[src/rtl/log2_burst_arbiter.sv]
// log2_burst_arbiter: round-robin sharing of one log2 burst engine.
// Optional response watchdog enabled by defining LOG2_ARB_TIMEOUT_EN.
module log2_burst_arbiter #(
    parameter int NUM_REQ        = 4,
    parameter int MAX_BURST      = 6,
    parameter int TIMEOUT_CYCLES = 64
) (
    input  logic                 clk,
    input  logic                 rst,
    input  logic [NUM_REQ-1:0]   req_valid,
    input  logic [8*NUM_REQ-1:0] req_data,
    input  logic [NUM_REQ-1:0]   req_last,
    output logic [NUM_REQ-1:0]   req_ready,
    output logic [NUM_REQ-1:0]   rsp_valid,
    output logic [7:0]           rsp_data,
    output logic                 rsp_last,
    output logic [7:0]           eng_x,
    output logic                 eng_validx,
    input  logic [7:0]           eng_y,
    input  logic                 eng_validy,
    output logic                 busy,
    output logic [2:0]           grant_id,
    output logic                 stray
);

    typedef enum logic [1:0] {IDLE, SEND, GAP, WAIT_RSP} state_t;

    state_t             state;
    logic [2:0]         rr_ptr;
    logic [2:0]         sent_cnt;
    logic [2:0]         rsp_cnt;
    logic [2:0]         pick;
    logic [2:0]         hi_pick;
    logic [2:0]         lo_pick;
    logic               hi_found;
    logic [2:0]         rr_next;
    logic [NUM_REQ-1:0] pick_oh;
    logic [NUM_REQ-1:0] grant_oh;
    logic               cur_valid;
    logic               cur_last;
    logic [7:0]         cur_data;
    logic               burst_end;
    logic               last_beat;
`ifdef LOG2_ARB_TIMEOUT_EN
    logic [7:0]         wd_cnt;
`endif

    // Round-robin search: lowest valid index at or after rr_ptr, else lowest valid.
    always_comb begin
        hi_pick  = 3'd0;
        lo_pick  = 3'd0;
        hi_found = 1'b0;
        pick_oh  = '0;
        for (int i = NUM_REQ - 1; i >= 0; i--) begin
            if (req_valid[i]) begin
                lo_pick = 3'(i);
                if (3'(i) >= rr_ptr) begin
                    hi_pick  = 3'(i);
                    hi_found = 1'b1;
                end
            end
        end
        pick = hi_found ? hi_pick : lo_pick;
        for (int i = 0; i < NUM_REQ; i++) begin
            pick_oh[i] = (pick == 3'(i));
        end
    end

    // Select the granted requester's lines.
    always_comb begin
        grant_oh  = '0;
        cur_valid = 1'b0;
        cur_last  = 1'b0;
        cur_data  = 8'd0;
        for (int i = 0; i < NUM_REQ; i++) begin
            grant_oh[i] = (grant_id == 3'(i));
            if (grant_oh[i]) begin
                cur_valid = req_valid[i];
                cur_last  = req_last[i];
                cur_data  = req_data[8*i +: 8];
            end
        end
    end

    assign rr_next   = (grant_id == 3'(NUM_REQ - 1)) ? 3'd0 : grant_id + 3'd1;
    assign burst_end = !cur_valid || cur_last ||
                       (sent_cnt + 3'd1 == 3'(MAX_BURST));
    assign last_beat = (rsp_cnt + 3'd1 == sent_cnt);

    // Grant, forward the burst, then route the engine's results back.
    always_ff @(posedge clk or posedge rst) begin
        if (rst) begin
            state      <= IDLE;
            rr_ptr     <= 3'd0;
            sent_cnt   <= 3'd0;
            rsp_cnt    <= 3'd0;
            req_ready  <= '0;
            rsp_valid  <= '0;
            rsp_data   <= 8'd0;
            rsp_last   <= 1'b0;
            eng_x      <= 8'd0;
            eng_validx <= 1'b0;
            busy       <= 1'b0;
            grant_id   <= 3'd0;
            stray      <= 1'b0;
`ifdef LOG2_ARB_TIMEOUT_EN
            wd_cnt     <= 8'd0;
`endif
        end else begin
            rsp_valid  <= '0;
            rsp_last   <= 1'b0;
            eng_validx <= 1'b0;
            if (eng_validy && state != WAIT_RSP) begin
                stray <= 1'b1;
            end
            unique case (state)
                IDLE: begin
                    if (|req_valid) begin
                        grant_id  <= pick;
                        req_ready <= pick_oh;
                        sent_cnt  <= 3'd0;
                        rsp_cnt   <= 3'd0;
                        busy      <= 1'b1;
                        state     <= SEND;
                    end
                end
                SEND: begin
                    if (cur_valid) begin
                        eng_x      <= cur_data;
                        eng_validx <= 1'b1;
                        sent_cnt   <= sent_cnt + 3'd1;
                    end
                    if (burst_end) begin
                        req_ready <= '0;
                        state     <= GAP;
                    end
                end
                GAP: begin
`ifdef LOG2_ARB_TIMEOUT_EN
                    wd_cnt <= 8'd0;
`endif
                    if (sent_cnt == 3'd0) begin
                        busy   <= 1'b0;
                        rr_ptr <= rr_next;
                        state  <= IDLE;
                    end else begin
                        state <= WAIT_RSP;
                    end
                end
                WAIT_RSP: begin
                    if (eng_validy && last_beat) begin
                        rsp_valid <= grant_oh;
                        rsp_data  <= eng_y;
                        rsp_last  <= 1'b1;
                        rsp_cnt   <= rsp_cnt + 3'd1;
                        busy      <= 1'b0;
                        rr_ptr    <= rr_next;
                        state     <= IDLE;
                    end
`ifdef LOG2_ARB_TIMEOUT_EN
                    else if (wd_cnt == 8'(TIMEOUT_CYCLES - 1)) begin
                        rsp_valid <= grant_oh;
                        rsp_data  <= 8'hFF;
                        rsp_last  <= 1'b1;
                        busy      <= 1'b0;
                        rr_ptr    <= rr_next;
                        state     <= IDLE;
                    end
`endif
                    else begin
`ifdef LOG2_ARB_TIMEOUT_EN
                        wd_cnt <= wd_cnt + 8'd1;
`endif
                        if (eng_validy) begin
                            rsp_valid <= grant_oh;
                            rsp_data  <= eng_y;
                            rsp_cnt   <= rsp_cnt + 3'd1;
                        end
                    end
                end
                default: state <= IDLE;
            endcase
        end
    end

endmodule

[config.mk]
export PLATFORM = sky130hd
export DESIGN_NAME = log2_burst_arbiter
export DESIGN_NICKNAME = d
export VERILOG_FILES = /design/src/rtl/log2_burst_arbiter.sv
export SDC_FILE = /design/constraint.sdc
export NUM_CORES = 1
export LEC_CHECK = 0
export CAP_MARGIN = 25
export CORE_ASPECT_RATIO = 1.25
export CORE_UTILIZATION = 44
export CTS_CLUSTER_SIZE = 28
export DETAILED_ROUTE_END_ITERATION = 6
export GPL_TIMING_DRIVEN = 0
export HOLD_SLACK_MARGIN = 0.05
export PLACE_DENSITY = 0.8
export REMOVE_ABC_BUFFERS = 1
export SLEW_MARGIN = 20
export SYNTH_ARGS = -nofsm -noshare
export SYNTH_HDL_FRONTEND = slang
export SYNTH_SLANG_ARGS = --single-unit
[constraint.sdc]
create_clock -name clk -period 2.5 [get_ports clk]
set_input_delay 0.375 -clock clk [delete_from_list [all_inputs] [get_ports clk]]
set_output_delay 0.375 -clock clk [all_outputs]
set_load 0.05 [all_outputs]
### Yosys cells after proc, flatten, opt, wreduce, memory -nomap -nowiden

Index checks and enable logic that the tools add are counted.

| word-level totals | value |
|---|---|
| output and inout port bits | 31 |
| bits in latches | 0 |
| bits in registers | 42 |
| memory bits (read-only) | 0 |
| memory bits (writable) | 0 |
| memories kept | 0 |
| input port bits | 51 |

| cells by class | value |
|---|---|
| divide/modulo/power cells | 0 |
| magnitude comparators | 4 |
| $mul | 0 |
| equal/unequal tests | 18 |
| shift-type cells | 0 |
| reductions and logical operators | 24 |
| $add $sub $neg | 3 |
| bitwise gates (word level) | 0 |
| muxes and demuxes | 64 |

Operators with widths:

| cell | count |
|---|---|
| 3-bit two-way mux | 17 |
| 8-bit two-way mux | 6 |
| 1-bit two-way mux | 23 |
| 4-bit two-way mux | 5 |
| 3-bit case mux with 2 select lines | 3 |
| 3-bit AND reduction | 5 |
| 2-bit two-way mux | 7 |
| 3-bit by 2-bit == test with 1-bit output, second input constant | 4 |
| 2-bit inequality test, second input constant | 6 |
| 3-bit by 1-bit adder with 3-bit output, second input constant | 3 |
| 3-bit zero test | 3 |
| 2-bit case mux with 4 select lines | 1 |
| 4-bit case mux with 2 select lines | 1 |
| 2-bit nonzero test | 4 |
| 3-bit by 1-bit == test with 1-bit output, second input constant | 2 |
| 1-bit by 3-bit >= comparator with 1-bit output, first input constant | 2 |
| 2-bit by 3-bit >= comparator with 1-bit output, first input constant | 2 |
| 2-bit AND reduction | 3 |
| 2-bit == test, second input constant | 2 |
| 4-bit AND reduction | 1 |
| 4-bit OR reduction | 1 |
| 3-bit == test | 1 |
| 3-bit == test, second input constant | 1 |
| 3-bit inequality test, second input constant | 1 |
| other kinds (7) | 9 |

### Longest topological paths before layout

| depth | value |
|---|---|
| depth after elaboration | 13 |
| mapped depth | 8 |
| mapped depth without buffers | 7 |

### Worst setup path after synthesis

OpenSTA, ideal clock, no wires.

| path | value |
|---|---|
| kind | reg-to-reg |
| start point | register grant_id[1] |
| end point | register req_ready[1] |
| setup time | 0.121 ns |
| setup slack | 0.425 ns |
| arrival time | 1.954 ns |
| required time | 2.379 ns |
| clock period less this slack | 2.075 ns |
| cell stages (with the launch flop) | 9 |
| cell sequence | dfrtp_1 -> inv_1 -> ha_1 -> nor2b_1 -> buf_4 -> a221oi_2 -> o31ai_2 -> o21ai_2 -> a22o_1 |

| on the way | value |
|---|---|
| word-level cells in the longest chain between the ends | 10 |

RTL lines:

| what | RTL line | text |
|---|---|---|
| start: declaration | 22 | `output logic [2:0] grant_id,` |
| start signal: assignment | 119 | `grant_id <= pick;` |
| 3-bit zero test | 76 | `grant_oh[i] = (grant_id == 3'(i));` |
| 1-bit two-way mux (4 in a row) | 77 | `if (grant_oh[i]) begin` |
| 1-bit zero test | 86 | `assign burst_end = !cur_valid \|\| cur_last \|\|` |
| 1-bit logical OR * (2 in a row) | 86 |  |
| 2-bit inequality test (no line) * | - |  |
| 3-bit AND reduction (no line) * | - |  |
| end signal: assignment | 120 | `req_ready <= pick_oh;` |
| end: declaration | 13 | `output logic [NUM_REQ-1:0] req_ready,` |

Every way passes the cells marked *; elsewhere a longest branch is shown, timed or not.
A chain may end at the register's enable or synchronous reset.

### Worst setup path in the final report

| path | value |
|---|---|
| start point | register grant_id[0] |
| end point | register sent_cnt[2] |

| on the way | value |
|---|---|
| word-level cells in the longest chain between the ends | 7 |

RTL lines:

| what | RTL line | text |
|---|---|---|
| 3-bit zero test | 76 |  |
| 1-bit two-way mux (3 in a row) | 77 |  |
| 1-bit two-way mux * | 77 |  |
| 2-bit inequality test (no line) * | - |  |
| 3-bit AND reduction (no line) * | - |  |
| end signal: assignment | 131 | `sent_cnt <= sent_cnt + 3'd1;` |
| end: declaration | 30 | `logic [2:0] sent_cnt;` |

Marks and branches as above.

==> reports/metrics.yaml <==
pwr:
  ir_drop_mv: 0.967
  power_density_mw_per_mm2: 1270
  switching_share_pct: 47.6
  power.share.sequential_pct: 27.5
  p_switching_w: 0.00190
  total_power_w: 0.00399
  pwr-share-comb_pct: 59.0
  clkPwrFrac_pct: 13.5
  total_leakage_power_nw: 1.36
  cell_internal_pwr_w: 0.00209
finish:
  layout_commonest_cell: "clkdlybuf4s50_1"
  area_delta_synth_final_pct: 44.0
  fillers: 385
  fin_util_pct: 65.9
  fin_area_mm2: 0.00314
  layout-drive-gt1-share_pct: 8.82
  mostFrequentLayoutCells: "clkdlybuf4s50_1 (80), nand2_1 (45), dfrtp_1 (40), o21ai_0 (16), a21oi_1 (15)"
  nNetsFinal: 364
  antenna_cells: 0
timing:
  max_freq_mhz: 432
  max_slew.worst_pin.slew_ns: 0.641
  setup-violations-final: 0
  drv_slew: 0
  fin_ws_ns: 0.184
  min_period_over_period_pct: 92.6
  rsz0062_at_grt: "no"
  period_minus_slack_ns: 2.32
  hold_violations: 0
  clock_skew_ns: 0.00792
  max_slew_margin_pct: 57.3
drt:
  vias: 1908
  routed_wl_mm: 5.00
  wl_per_cell_um: 13.7
  drt_iter0_markers: 65
  drc_errors: 0
  drt_first_pass_iters: 5
  viasPerCell: 5.21
  ant_nets: 0
floorplan:
  die_w_um: 65.0
  num_rows: 28
  io_pins: 82
  die_height_um: 80.7
  initial_core_util_pct: 45.8
  dieArea_mm2: 0.00524
  core_area_mm2: 0.00476
synth:
  syn_inst: 231
  synth-edff-count: 0
  async_reset_ff_share_pct: 100
  yosysWarnings: 0
  avgSynthCellArea_um2: 9.44
  synth.top_cells.by_area: "dfrtp_1 (46%), nand2_1 (7.7%), ha_1 (4.6%)"
  synth_cell_type_count: 46
  synth_seq_cells: 40
  yosys.area.top_type: "dfrtp_1"
  seq_area_frac_synth_pct: 45.9
  ys.flop_type: "dfrtp_1"
  yosysTopAreaCellShare_pct: 45.9
  netlist_area_mm2: 0.00218
clocking:
  cts_buffers: 5
  htree_levels: 2
  clock_path_buffers: 2
  cts.sinks: 40
  cts-root-buf: "clkbuf_8"
  cts_tree: "built"
  clock_latency_ns: 0.30
  path_clk_slew_ns: 0.08
  post_cts_buffers: 0
critical_path:
  r2r-end: "sent_cnt[2]$_DFFE_PP0P_"
  cp_data_arrival_time_ns: 2.53
  end_kind: "flip-flop"
  startpoint: "grant_id[0]$_DFFE_PP0P_"
  crit_fanout: 24
  r2r_start: "grant_id[0]$_DFFE_PP0P_"
  ff2ff_setup_slack_ns: 0.18
  startpoint_type: "flip-flop"
  crit_required_ns: 2.71
  r2r_cells: 5
  worstSetupPathType: "reg -> reg"
run:
  cap_violations: 0
placement:
  place_area_mm2: 0.00300
  gp_congestion: 0.812
  portBuffers: 80
  dp_slack_ns: -0.331
  dpl.hpwl_mm: 3.69
hold_path:
  min_path_type: "in -> async"
grt:
  antenna_found_initial: 0
  track_usage_pct: 19.4
  gr-total-overflow: 0
  grt_pass1_vias: 1686
  grt_max_degree: 28
  grt_pass1_wl_mm: 7.79
outcome:
  status: "completed"
==> worst max-delay path by stage <==
stage / end / slack (ns)
2_1_floorplan: sent_cnt[2]$_DFFE_PP0P_ / -0.11
5_1_grt: sent_cnt[2]$_DFFE_PP0P_ / 0.04
3_3_place_gp: sent_cnt[2]$_DFFE_PP0P_ / -0.26
4_1_cts: req_ready[2]$_DFFE_PP0P_ / 0.02
6_report: sent_cnt[2]$_DFFE_PP0P_ / 0.18
3_5_place_dp: sent_cnt[2]$_DFFE_PP0P_ / -0.33
==> per-layer routing <==
metal / wire [um] / GRT usage (%)
met1: 2170 / 23.9
met2: 2570 / 33.3
met3: 220 / 4.26
met4: 38 / 6.67
met5: 0 / 0
==> Yosys cell counts, drive strengths merged (2+ instances only) <==
cell type / n
a21o: 2
a22o: 4
xor2: 2
a21oi: 15
mux2: 4
a221oi: 8
nor4: 2
nand3: 7
and2: 3
buf: 10
nand2: 45
dfrtp: 40
o31ai: 2
nor3: 8
o22ai: 2
inv: 13
ha: 8
clkbuf: 4
nor2b: 9
nand3b: 2
o21ai: 18
nor2: 8
==> cells by family (layout without fill, tap and decap cells) <==
kind of cell | count (synthesis) | after routing | share of synthesized area, %
muxes | 5 | 5 | 2.87
xor gates and xnor gates | 4 | 4 | 2.24
other | 1 | 1 | 0.172
AOI/OAI and AO/OA | 58 | 58 | 19.1
adders and majority gates | 8 | 8 | 4.59
and+or+nand+nor | 88 | 88 | 19.6
buffers and inverters | 27 | 102 | 5.56
DFF | 40 | 40 | 45.9
==> power by group through the flow <==
stage	clock network (W)	registers [W]	logic (W)
6_report	0.000537	0.00110	0.00235
5_1_grt	0.000575	0.00113	0.00253
4_1_cts	0.000544	0.00110	0.00235
3_5_place_dp	0	0.00111	0.00233
3_3_place_gp	0	0.00110	0.00227
2_1_floorplan	0	0.00171	0.00101
==> critical path, stage by stage (launching register included) <==
cell       delay, ns
dfrtp_1         0.46
ha_2            0.48
inv_1           0.19
o2111ai_4       0.57
mux2_2          0.42
o22ai_2         0.12
==> state kept, by name, summed over array words and instances (netlist names) <==
name        flops
busy            1
req_ready       4
rsp_cnt         3
state           2
sent_cnt        3
eng_validx      1
eng_x           8
stray           1
grant_id        2
rsp_valid       4
rsp_data        8
rr_ptr          2
rsp_last        1
==> through the flow <==
stage	cells	TNS [ns]	hold slack (ns)
2_1_floorplan	217	-0.323	0.461
3_3_place_gp	357	-1.60	0.446
3_5_place_dp	358	-2.63	0.452
4_1_cts	366	0	0.354
5_1_grt	366	0	0.403
6_report	366	0	0.349
==> final cells by class <==
| class | count | area [um2] | area share, % |
|---|---|---|---|
| clock buffer | 5 | 68.8 | 2.19 |
| sequential | 40 | 1000 | 31.9 |
| inverter | 13 | 48.8 | 1.55 |
| tap | 60 | 75.1 | 2.39 |
| timing repair buffer | 81 | 821 | 26.1 |
| multi-input combinational | 164 | 1080 | 34.4 |
| clock inverter | 3 | 46.3 | 1.47 |
==> timing repair <==
item	CTS	global route
gates cloned	0	0
endpoints found under the setup margin	18	8
pin swaps	0	0
hold buffers	0	0
gates resized for setup	2	3
(Power assumes the default switching activity.)
